$ cat src/rtl/io_cycle_initiator.sv
// CPU-side initiator for the 120-board I/O bus: one read/write per request, /IOACK handshake.
// Optional strobe timeout with bus error is enabled by defining IO_TIMEOUT_EN.
module io_cycle_initiator #(
  parameter int ADDR_W  = 15,
  parameter int DATA_W  = 8,
  parameter int TIMEOUT = 255
) (
  input  logic              CLK,
  input  logic              RESET,
  input  logic              req_valid,
  output logic              req_ready,
  input  logic              req_write,
  input  logic [ADDR_W-1:0] req_addr,
  input  logic [DATA_W-1:0] req_wdata,
  output logic              rsp_valid,
  output logic [DATA_W-1:0] rsp_rdata,
  output logic              rsp_berr,
  output logic [ADDR_W-1:0] MA,
  output logic [DATA_W-1:0] MD_out,
  output logic              MD_oe,
  input  logic [DATA_W-1:0] MD_in,
  output logic              RDIO_n,
  output logic              WRIO_n,
  output logic              CS5,
  output logic              CS7,
  input  logic              IOACK_n
);

  localparam logic [1:0] S_IDLE    = 2'd0;
  localparam logic [1:0] S_SETUP   = 2'd1;
  localparam logic [1:0] S_STROBE  = 2'd2;
  localparam logic [1:0] S_RECOVER = 2'd3;

  // Out-of-range parameters fail elaboration on the missing module.
  if (ADDR_W < 15) begin : g_bad_addr_w
    io_cycle_initiator_addr_w_too_small u_bad ();
  end
  if (TIMEOUT < 1 || TIMEOUT > 65535) begin : g_bad_timeout
    io_cycle_initiator_timeout_out_of_range u_bad ();
  end

  logic [1:0]        r_state;
  logic              r_write;
  logic              r_rsp_valid;
  logic              r_rsp_berr;
  logic [DATA_W-1:0] r_rsp_rdata;
  logic [ADDR_W-1:0] r_ma;
  logic [DATA_W-1:0] r_md_out;
  logic              r_md_oe;
  logic              r_rdio_n;
  logic              r_wrio_n;
  logic              r_cs5;
  logic              r_cs7;
  logic              w_ack;
  logic              w_rtc_sel;
`ifdef IO_TIMEOUT_EN
  logic [15:0]       r_cnt;
  localparam logic [15:0] TERM_CNT = 16'(TIMEOUT - 1);
`endif

  assign w_ack     = ~IOACK_n;
  assign w_rtc_sel = (req_addr[14:11] == 4'b0111);

  assign req_ready = (r_state == S_IDLE);
  assign rsp_valid = r_rsp_valid;
  assign rsp_rdata = r_rsp_rdata;
  assign rsp_berr  = r_rsp_berr;
  assign MA        = r_ma;
  assign MD_out    = r_md_out;
  assign MD_oe     = r_md_oe;
  assign RDIO_n    = r_rdio_n;
  assign WRIO_n    = r_wrio_n;
  assign CS5       = r_cs5;
  assign CS7       = r_cs7;

  always_ff @(posedge CLK or posedge RESET) begin
    if (RESET) begin
      r_state     <= S_IDLE;
      r_write     <= 1'b0;
      r_rsp_valid <= 1'b0;
      r_rsp_berr  <= 1'b0;
      r_rsp_rdata <= '0;
      r_ma        <= '0;
      r_md_out    <= '0;
      r_md_oe     <= 1'b0;
      r_rdio_n    <= 1'b1;
      r_wrio_n    <= 1'b1;
      r_cs5       <= 1'b0;
      r_cs7       <= 1'b0;
`ifdef IO_TIMEOUT_EN
      r_cnt       <= '0;
`endif
    end else begin
      r_rsp_valid <= 1'b0;
      case (r_state)
        S_IDLE: begin
          if (req_valid) begin
            r_ma       <= req_addr;
            r_md_out   <= req_wdata;
            r_md_oe    <= req_write;
            r_write    <= req_write;
            r_cs5      <= 1'b1;
            r_cs7      <= w_rtc_sel;
            r_rsp_berr <= 1'b0;
            r_state    <= S_SETUP;
          end
        end
        S_SETUP: begin
          r_rdio_n <= r_write;
          r_wrio_n <= ~r_write;
`ifdef IO_TIMEOUT_EN
          r_cnt    <= '0;
`endif
          r_state  <= S_STROBE;
        end
        S_STROBE: begin
          // An ack on the terminal-count edge still completes normally.
          if (w_ack) begin
            if (!r_write) r_rsp_rdata <= MD_in;
            r_rdio_n <= 1'b1;
            r_wrio_n <= 1'b1;
            r_cs5    <= 1'b0;
            r_cs7    <= 1'b0;
            r_md_oe  <= 1'b0;
            r_state  <= S_RECOVER;
          end
`ifdef IO_TIMEOUT_EN
          else if (r_cnt == TERM_CNT) begin
            r_rsp_berr <= 1'b1;
            r_rdio_n   <= 1'b1;
            r_wrio_n   <= 1'b1;
            r_cs5      <= 1'b0;
            r_cs7      <= 1'b0;
            r_md_oe    <= 1'b0;
            r_state    <= S_RECOVER;
          end else begin
            r_cnt <= r_cnt + 16'd1;
          end
`endif
        end
        default: begin
          // A stale ack still low from the last device must not leak into the next cycle.
          if (!w_ack) begin
            r_rsp_valid <= 1'b1;
            r_state     <= S_IDLE;
          end
        end
      endcase
    end
  end

endmodule

$ cat config.mk
export PLATFORM = sky130hd
export DESIGN_NAME = io_cycle_initiator
export DESIGN_NICKNAME = d
export VERILOG_FILES = /design/src/rtl/io_cycle_initiator.sv
export SDC_FILE = /design/constraint.sdc
export NUM_CORES = 1
export LEC_CHECK = 0
export CAP_MARGIN = 20
export CORE_UTILIZATION = 38
export DETAILED_ROUTE_END_ITERATION = 10
export PLACE_DENSITY = 0.76
export REMOVE_ABC_BUFFERS = 1
export SETUP_SLACK_MARGIN = 0.15
export SLEW_MARGIN = 40
export SYNTH_ARGS = -nofsm -noshare
export SYNTH_HDL_FRONTEND = slang
export SYNTH_SLANG_ARGS = --single-unit
$ cat constraint.sdc
create_clock -name CLK -period 1.7 [get_ports CLK]
set_input_delay 0.255 -clock CLK [delete_from_list [all_inputs] [get_ports CLK]]
set_output_delay 0.255 -clock CLK [all_outputs]
set_load 0.005 [all_outputs]
# Word level (Yosys, flattened, before mapping)

Cells that the tools add are included.

Register bits after elaboration: 40
Input port bits: 36
Output and inout port bits: 39
Word-level logic and storage cells: 44

Eq/ne operators: 5
Muxes and demuxes: 16
Bitwise operators: 2
Reductions and logical operators: 10

Operators by type and width:

| kind               | count |
|---|---|
| $pmux 1 s2         | 5 |
| $reduce_and 3->1   | 3 |
| $mux 1             | 7 |
| $mux 2             | 3 |
| $pmux 2 s3         | 1 |
| $eq 4x3->1 const B | 1 |
| $ne 2x2->1 const B | 2 |
| $reduce_and 2->1   | 2 |
| $reduce_bool 2->1  | 2 |
| $reduce_bool 4->1  | 1 |
| $reduce_or 3->1    | 1 |
| $eq 2x1->1 const B | 1 |
| $eq 2x2->1 const B | 1 |
| $logic_not 2->1    | 1 |
| $not 1->1          | 2 |

# Depth between registers and ports, before layout

Gate-level depths: netlist (run 1).

Word-level depth: 3
Mapped depth: 6
Gate-level depth less buffers: 5

# Worst setup path after synthesis (run 1)

OpenSTA, ideal clock, no wires.

Path type: register to register
Start point: reg r_state[0]
End point: reg r_rsp_rdata[0], in the netlist rsp_rdata[0]
Library setup time: 0.125 ns
Arrival: 1.444 ns
Data required time: 1.575 ns
Setup slack: 0.131 ns
Stages on the path, launching flop included: 6
Path buffers: 1
Clock period less this slack: 1.569 ns
Cell sequence: dfrtp_1 -> inv_1 -> ha_1 -> buf_6 -> nor3b_4 -> mux2_2

Longest elaborated chain between the ends: 2

Ends and longest elaborated chain:

| element                           | line | RTL |
|---|---|---|
| start, declared                   | 42   | `logic [1:0] r_state;` |
| start signal, assigned            | 78   | `r_state <= S_IDLE;` |
| start signal, assigned            | 105  | `r_state <= S_SETUP;` |
| start signal, assigned            | 114  | `r_state <= S_STROBE;` |
| $eq 2x2->1                        | 95   | `case (r_state)` |
| $reduce_and 3->1 (no source line) | -    |  |
| end signal, assigned              | 119  | `if (!r_write) r_rsp_rdata <= MD_in;` |
| end, declared                     | 46   | `logic [DATA_W-1:0] r_rsp_rdata;` |

No other way between the ends.
A chain may end at the register's enable or synchronous reset.

# Worst setup path after layout (run 1)

Start point: reg r_state[1]
End point: reg r_rsp_rdata[4], in the netlist rsp_rdata[4]

The elaborated chain is that of the path after synthesis.

==> results.cfg, run 1 <==
[status]
status = finished clean

[floorplan]
dieArea_um2 = 4810
initial_core_util = 0.396
ios = 75
die_h_um = 69.4
die_w_um = 69.4
core.rowCount = 24
core_area_um2 = 4350

[cells_and_area]
post-route-util = 0.642
layout-drive-gt1-share = 0.300
nets = 240
syn_to_final_growth_pct = 61.9
fin_area_um2 = 2790
diodes = 0

[global_routing]
grt_use_met2 = 0.300
grt.total_usage = 0.174
busiest_layer = met2
use_met3 = 0.0291
grt.overflow.total = 0
grt_pass1_vias = 1340
grt_pass1_wl_um = 6600
use_met1 = 0.214
grt_max_degree = 41
antenna_found_initial = 0

[critical_path]
cp_data_required_time_ns = 1.86
r2r_setup_slack_ns = 0.18
crit_arrival_ns = 1.68
end_kind = register
crit_type = reg2reg
worst_setup_path_start_kind = register
cp_max_fo = 8

[pwr]
combPwrFrac = 0.489
switching_share = 0.272
power.density_nw_per_um2 = 1820
p_int_w = 0.00371
power_leakage_nw = 1.27
finalPower_w = 0.00509
power.switching_w = 0.00139
seq_power_share = 0.336
irDropWorstVdd_uv = 1010
power_frac_clock = 0.175

[yosys]
ys_warn_count = 0
ys_top_cells_by_count = dfrtp_1, mux2_4, mux2_2
ys_seq_elements = 40
async_flop_share = 1.00
synth_edf_count = 0
syn-cell-area_um2 = 1730
netlist-cell-type-count = 25
synth_area_leaders = dfrtp_1, mux2_4, mux2_2, dfstp_2, ha_1
yosysMostFrequentCell = dfrtp_1
avgSynthCellArea_um2 = 15.3
synth_top_area_cell = dfrtp_1
synth_seq_area_share = 0.582
synth_ff_type = dfrtp_1
synth_top_area_share = 0.551
syn_inst = 113

[clock_tree]
path_clk_slew_ns = 0.07
cts_tree = built
htree_levels = 2
cts_hold_buf = 0
cts.path.max_buffers = 2
clock_sinks = 40
cts_buffers = 5
root_buffer = clkbuf_8
clk_latency_ns = 0.29

[routing]
vias = 1219
ant_nets = 0
wl_um = 4040
drtIter0Drc = 43
route.detailed.drc = 0
wire_per_inst_um = 16.0
dr.pass1.iters = 4
vias_per_cell = 4.84

[sta]
final.setup.tns_ns = 0
fin_ws_ns = 0.180
slew_violations = 0
period_share = 0.894
setup_viol = 0
finClkSkew_ns = 0.00656
max_freq_ghz = 0.658
rsz0062_at_grt = yes
hold_viol = 0
fin_crit_ns = 1.52

[placed_design]
dp_hpwl_um = 2840
post-place-ws_ns = 0.0372
io_buffers = 73
place.gp.congestion = 0.774
postPlaceCellArea_um2 = 2560

[run]
drv_cap = 0

[min_path]
holdCritPathClass = in2async
[final cells by class]
class                   count  area (µm²)
repair buffers             84         842
well taps                  52        65.1
flip-flops and latches     40        1000
clock buffers               5        68.8
multi-input cells          63         732
clock inverters             2        60.1
fillers                   292        1560
inverters                   6        22.5
[stage by stage]
step / instances / hold WS, ns
2_1_floorplan: 109 / 0.388
3_3_place_gp: 242 / 0.470
3_5_place_dp: 242 / 0.470
4_1_cts: 252 / 0.334
5_1_grt: 252 / 0.348
6_report: 252 / 0.325
[state kept, by name, indices dropped and copies added (netlist names)]
name	flops
CS5	1
r_state	2
rsp_valid	1
MA	15
RDIO_n	1
MD_oe	1
MD_out	8
r_write	1
rsp_rdata	8
CS7	1
WRIO_n	1
[layout by cell type, fill, tap and decap left out, types with 3 or more instances in the layout]
cell type        Yosys  layout
dlygate4sd2_1        0       3
dfrtp_1             38      38
mux2_2              15       7
nor2_1               3       3
mux2_4              17      25
clkdlybuf4s50_1      0      70
inv_1                6       4
clkbuf_8             0       5
buf_4                1       7
a21oi_1              4       4
nand2_1              3       3
[kinds of logic (layout without fill, tap and decap cells)]
group	Yosys count	after routing	synth area share
AOI/OAI and AO/OA	12	12	0.0493
muxes	34	34	0.257
buffers and inverters	10	97	0.0370
DFF	40	40	0.582
adders and majority gates	4	4	0.0290
and+or+nand+nor	12	12	0.0435
other	1	1	0.00217
[worst max-delay path: stages (launching register included)]
cell and delay [ns]:
dfrtp_1 0.39, buf_4 0.14, buf_6 0.12, ha_4 0.16, nor3b_4 0.15, buf_12 0.15, mux2_4 0.30
[per-layer routing]
metal | routed length [µm] | up-vias
met2 | 2160 | 37
met4 | 80 | 0
met1 | 1670 | 609
li1 | - | 564
met5 | 0 | -
met3 | 131 | 9
[timing repair]
item / 4_1_cts / 5_1_grt
endpoints found under the setup margin: 4 / 36
pin swaps: 1 / 3
gates resized for setup: 7 / 15
gates cloned: 0 / 0
buffers inserted: 3 / 0
[path summary, 6_finish.rpt]
path                       startpoint            to  depth (start not counted)
setup / recovery           r_state[1]  rsp_rdata[4]                          6
max in group asynchronous       RESET        WRIO_n                          3
hold / removal                  RESET         MA[6]                          3
min in group CLK                  CS5           CS5                          1
hold reg to reg                   CS5           CS5                          1
setup reg to reg           r_state[1]  rsp_rdata[4]                          6
[power groups by stage]
stage	Combinational [W]	Sequential [W]	Clock [W]
detailed placement	0.00228	0.00171	0
finish	0.00249	0.00171	0.000892
floorplan	0.000978	0.00173	0
global route	0.00266	0.00177	0.000956
global placement	0.00220	0.00169	0
CTS	0.00235	0.00170	0.000914
No activity file was read; power rests on OpenSTA's default activity.
==> run 2: changes to the inputs <==
Settings changed: PLACE_DENSITY 0.76 to not set, PLACE_DENSITY_LB_ADDON set to 0.12, TNS_END_PERCENT set to 100.
==> run 2 against run 1 <==
- first-iteration DRC count grew 4.7%
- critical path type unchanged
- critical endpoint is now MA[14]
- global-route usage is 0.97 points lower
- core utilization down 0.95 points
- register-to-register slack improved by 0.02 ns
- highest routed layer unchanged
- largest power group unchanged
- fmax rose by 1.3%
==> results.cfg, run 2 (synthesis gave the netlist of run 1 again) <==
[placed_design]
dp_hpwl_um = 2560
io_buffers = 73
post-place-ws_ns = 0.0198
place.gp.congestion = 0.771
placed_cells = 240
postPlaceCellArea_um2 = 2560

[floorplan]
core_area_um2 = 4350
ios = 75
core.rowCount = 24
initial_core_util = 0.396
dieArea_um2 = 4810
die_h_um = 69.4
die_w_um = 69.4

[cells_and_area]
final_cells = 255
mostFrequentLayoutCells = clkdlybuf4s50_1, dfrtp_1, mux2_4
layout-drive-gt1-share = 0.305
final_common_cell = clkdlybuf4s50_1
largest_reg_flops = 15
nets = 242
fin_area_um2 = 2750
syn_to_final_growth_pct = 59.5
seq_area_um2 = 1000
diodes = 0
multi_input_area_um2 = 691
nFillCells = 322

[critical_path]
cp_max_fo = 14
r2r-start = r_state[1]
cp-startpoint = r_state[1]
r2r_setup_slack_ns = 0.20
reg2reg_depth = 6
cp_cell_sequence = inv_2, ha_4, buf_4, nand2_4, buf_12, mux2_2
critPathBufInv = 3
slowest_delay_ns = 0.40
critPathTopFamily = flip-flops
cpMaxStageDelayCell = dfrtp_1
cp_data_required_time_ns = 1.87
crit_cells = 6
end_kind = register
crit_type = reg2reg
crit_arrival_ns = 1.67
worst_setup_path_start_kind = register

[sta]
fin_ws_ns = 0.199
fin_crit_ns = 1.50
setup_viol = 0
max_freq_ghz = 0.666
hold_viol = 0
slew_violations = 0
finClkSkew_ns = 0.0100
period_share = 0.883
final.setup.tns_ns = 0
rsz0062_at_grt = yes

[clock_tree]
clock_sinks = 40
cts.path.max_buffers = 2
root_buffer = clkbuf_8
cts_tree = built
cts_buffers = 5
clk_latency_ns = 0.29
cts_hold_buf = 0
htree_levels = 2
path_clk_slew_ns = 0.08

[global_routing]
antenna_found_initial = 0
grt_pass1_wl_um = 6310
grt_pass1_vias = 1324
grt_max_degree = 41
grt.total_usage = 0.164
grt.overflow.total = 0

[routing]
route.detailed.drc = 0
ant_nets = 0
drtIter0Drc = 45
dr.pass1.iters = 4
wire_per_inst_um = 14.3
vias = 1223
vias_per_cell = 4.80
wl_um = 3660

[pwr]
p_int_w = 0.00341
power.switching_w = 0.00134
power_frac_clock = 0.133
power_leakage_nw = 1.26
irDropWorstVdd_uv = 787
switching_share = 0.283
finalPower_w = 0.00475
power.density_nw_per_um2 = 1730
seq_power_share = 0.357
combPwrFrac = 0.510

[run]
drv_cap = 0

[min_path]
holdCritPathClass = in2async

[status]
status = finished clean
-- run 2: worst register-to-register path, delay by kind of cell, from the launching register on --
kind                     cells  cell delay, ns
flip-flops                   1            0.40
buffers and inverters        3            0.39
multiplexers                 1            0.34
adder cells (fa/ha/maj)      1            0.16
AND/OR/NAND/NOR              1            0.08
-- run 2: layer usage --
layer	vias up	routed length, µm	track usage	share of wire
met5	-	0	0	0
met4	0	51	0.0590	0.014
met3	6	219	0.0465	0.060
met2	50	1850	0.279	0.50
met1	601	1540	0.198	0.42
li1	566	-	-	-
-- run 2: per-stage QoR --
stage / utilization / hold slack (ns)
2_1_floorplan: - / 0.388
3_3_place_gp: 0.589 / 0.467
3_5_place_dp: 0.589 / 0.464
4_1_cts: 0.627 / 0.333
5_1_grt: 0.632 / 0.343
6_report: 0.632 / 0.325
-- run 2: final cells by class --
class	instances	share of cell area
clock buffers	6	0.0300
clock inverters	2	0.00364
inverters	6	0.00818
multi-input cells	63	0.251
flip-flops and latches	40	0.365
well taps	52	0.0236
repair buffers	86	0.319
-- run 2: repair_timing --
item                                   4_1_cts  5_1_grt
setup endpoints to repair                   37       10
endpoints found under the hold margin        0        0
pin swaps                                    2        0
gates resized for setup                      9        3
buffers inserted                             6        1
-- run 2: power groups by stage --
stage	Sequential, W	Combinational [W]	Clock, W
2_1_floorplan	0.00173	0.000978	0
3_3_place_gp	0.00170	0.00217	0
3_5_place_dp	0.00172	0.00222	0
4_1_cts	0.00170	0.00239	0.000665
5_1_grt	0.00176	0.00260	0.000691
6_report	0.00169	0.00242	0.000633
-- run 2: worst paths after layout --
path / to
hold reg to reg: MA[11]
setup / recovery: MA[14]
hold / removal: MA[8]
min in group CLK: MA[11]
max in group asynchronous: WRIO_n
setup reg to reg: MA[14]
==> run 3: changes to the inputs <==
Settings changed: CORE_ASPECT_RATIO set to 0.6.
==> run 3 against run 2 <==
- routed wire length is 4.6% higher
- register-to-register slack hardly changed
- core utilization is 1.3 points higher
- via count is 1.9% lower
- sequential share of layout area is 0.27 points higher
- first-iteration DRC count is 49% lower
- count of clock-buffer cells in the layout stayed put
- clock skew is 0.0052 ns lower
- final cell count is 3.1% higher
- cell area is 0.73% lower
- non-clock buffer count stayed put
- largest cell class unchanged
- largest power group unchanged
==> results.cfg, run 3 (synthesis gave the netlist of run 1 again) <==
[floorplan]
die_w_um = 89.0
core_area_um2 = 4230
ios = 75
die_h_um = 54.2
dieArea_um2 = 4820
initial_core_util = 0.408
core.rowCount = 18

[clock_tree]
path_clk_slew_ns = 0.08
cts_hold_buf = 0
clock_sinks = 40
root_buffer = clkbuf_8
cts_buffers = 5
htree_levels = 2
cts.path.max_buffers = 2
cts_tree = built
clk_latency_ns = 0.29

[critical_path]
reg2reg_depth = 5
cp_max_fo = 8
end_kind = register
crit_type = reg2reg
cp_data_required_time_ns = 1.87
worst_setup_path_start_kind = register
crit_arrival_ns = 1.67

[placed_design]
dp_hpwl_um = 2720
io_buffers = 73
postPlaceCellArea_um2 = 2570
place.gp.congestion = 0.739

[sta]
fin_crit_ns = 1.50
rsz0062_at_grt = no
max_freq_ghz = 0.668
period_share = 0.880
finClkSkew_ns = 0.00483
final.setup.tns_ns = 0
hold_viol = 0
slew_violations = 0
setup_viol = 0

[routing]
vias = 1200
wire_per_inst_um = 14.5
drtIter0Drc = 23
vias_per_cell = 4.56
ant_nets = 0
wl_um = 3830
dr.pass1.iters = 4
route.detailed.drc = 0

[cells_and_area]
largest_reg_flops = 15
layout-drive-gt1-share = 0.300
final_common_cell = clkdlybuf4s50_1
fin_area_um2 = 2730
diodes = 0
post-route-util = 0.645
mostFrequentLayoutCells = clkdlybuf4s50_1, dfrtp_1, mux2_4
nets = 242
syn_to_final_growth_pct = 58.4

[global_routing]
grt_pass1_vias = 1242
grt_pass1_wl_um = 5930
grt.total_usage = 0.171
antenna_found_initial = 0
grt_max_degree = 41
grt.overflow.total = 0

[pwr]
finalPower_w = 0.00473
power_leakage_nw = 1.24
irDropWorstVdd_uv = 888
seq_power_share = 0.360
power.density_nw_per_um2 = 1730
combPwrFrac = 0.504
p_int_w = 0.00339
power.switching_w = 0.00134
switching_share = 0.284
power_frac_clock = 0.136

[status]
status = finished clean

[run]
drv_cap = 0

[min_path]
holdCritPathClass = in2async
[run 3: cell counts in the layout (fill, tap and decap cells not counted)]
Identical to the previous run, type by type.
[run 3: final timing paths]
check / start / end / slack, ns
max in group asynchronous: RESET / WRIO_n / 1.11
setup / recovery: r_state[0] / rsp_rdata[6] / 0.20
setup reg to reg: r_state[0] / rsp_rdata[6] / 0.20
min in group CLK: MA[11] / MA[11] / 0.49
hold / removal: RESET / MA[6] / 0.32
hold reg to reg: MA[11] / MA[11] / 0.49
[run 3: power by group through the flow]
stage          combinational, W  sequential [W]  clock (W)
6_report                0.00239         0.00170   0.000644
3_3_place_gp            0.00216         0.00170          0
2_1_floorplan          0.000978         0.00173          0
5_1_grt                 0.00257         0.00176   0.000713
3_5_place_dp            0.00222         0.00173          0
4_1_cts                 0.00233         0.00170   0.000665
[run 3: worst max-delay path, cell delays in order, from the launching register on]
cell and delay, ns:
dfrtp_1 0.40, inv_2 0.09, ha_2 0.18, nor3b_4 0.23
buf_12 0.16, mux2_2 0.33
[run 3: routing by layer]
layer	global-route usage	routed length [µm]	vias up
li1	-	-	571
met1	0.221	1770	575
met2	0.262	1710	50
met3	0.0644	321	4
met4	0.0688	23	0
met5	0	0	-
[run 3: per-stage QoR]
| step | instances | setup slack, ns | hold slack, ns |
|---|---|---|---|
| 6_report | 263 | 0.204 | 0.323 |
| 5_1_grt | 263 | 0.148 | 0.356 |
| 4_1_cts | 260 | 0.198 | 0.332 |
| 3_5_place_dp | 249 | 0.00825 | 0.470 |
| 3_3_place_gp | 249 | 0.0396 | 0.468 |
| 2_1_floorplan | 109 | 0.0805 | 0.388 |
[run 3: repair_timing]
action,in CTS,in global routing
resized for setup,7,2
setup endpoints to repair,17,8
setup buffers,3,3
pin swaps,0,1
[run 3: cell type report]
type	instances	area, µm²
multi-input cells	63	673
fillers	330	1500
clock inverters	2	10.0
clock buffers	6	82.6
well taps	60	75.1
repair buffers	86	866
inverters	6	22.5
flip-flops and latches	40	1000
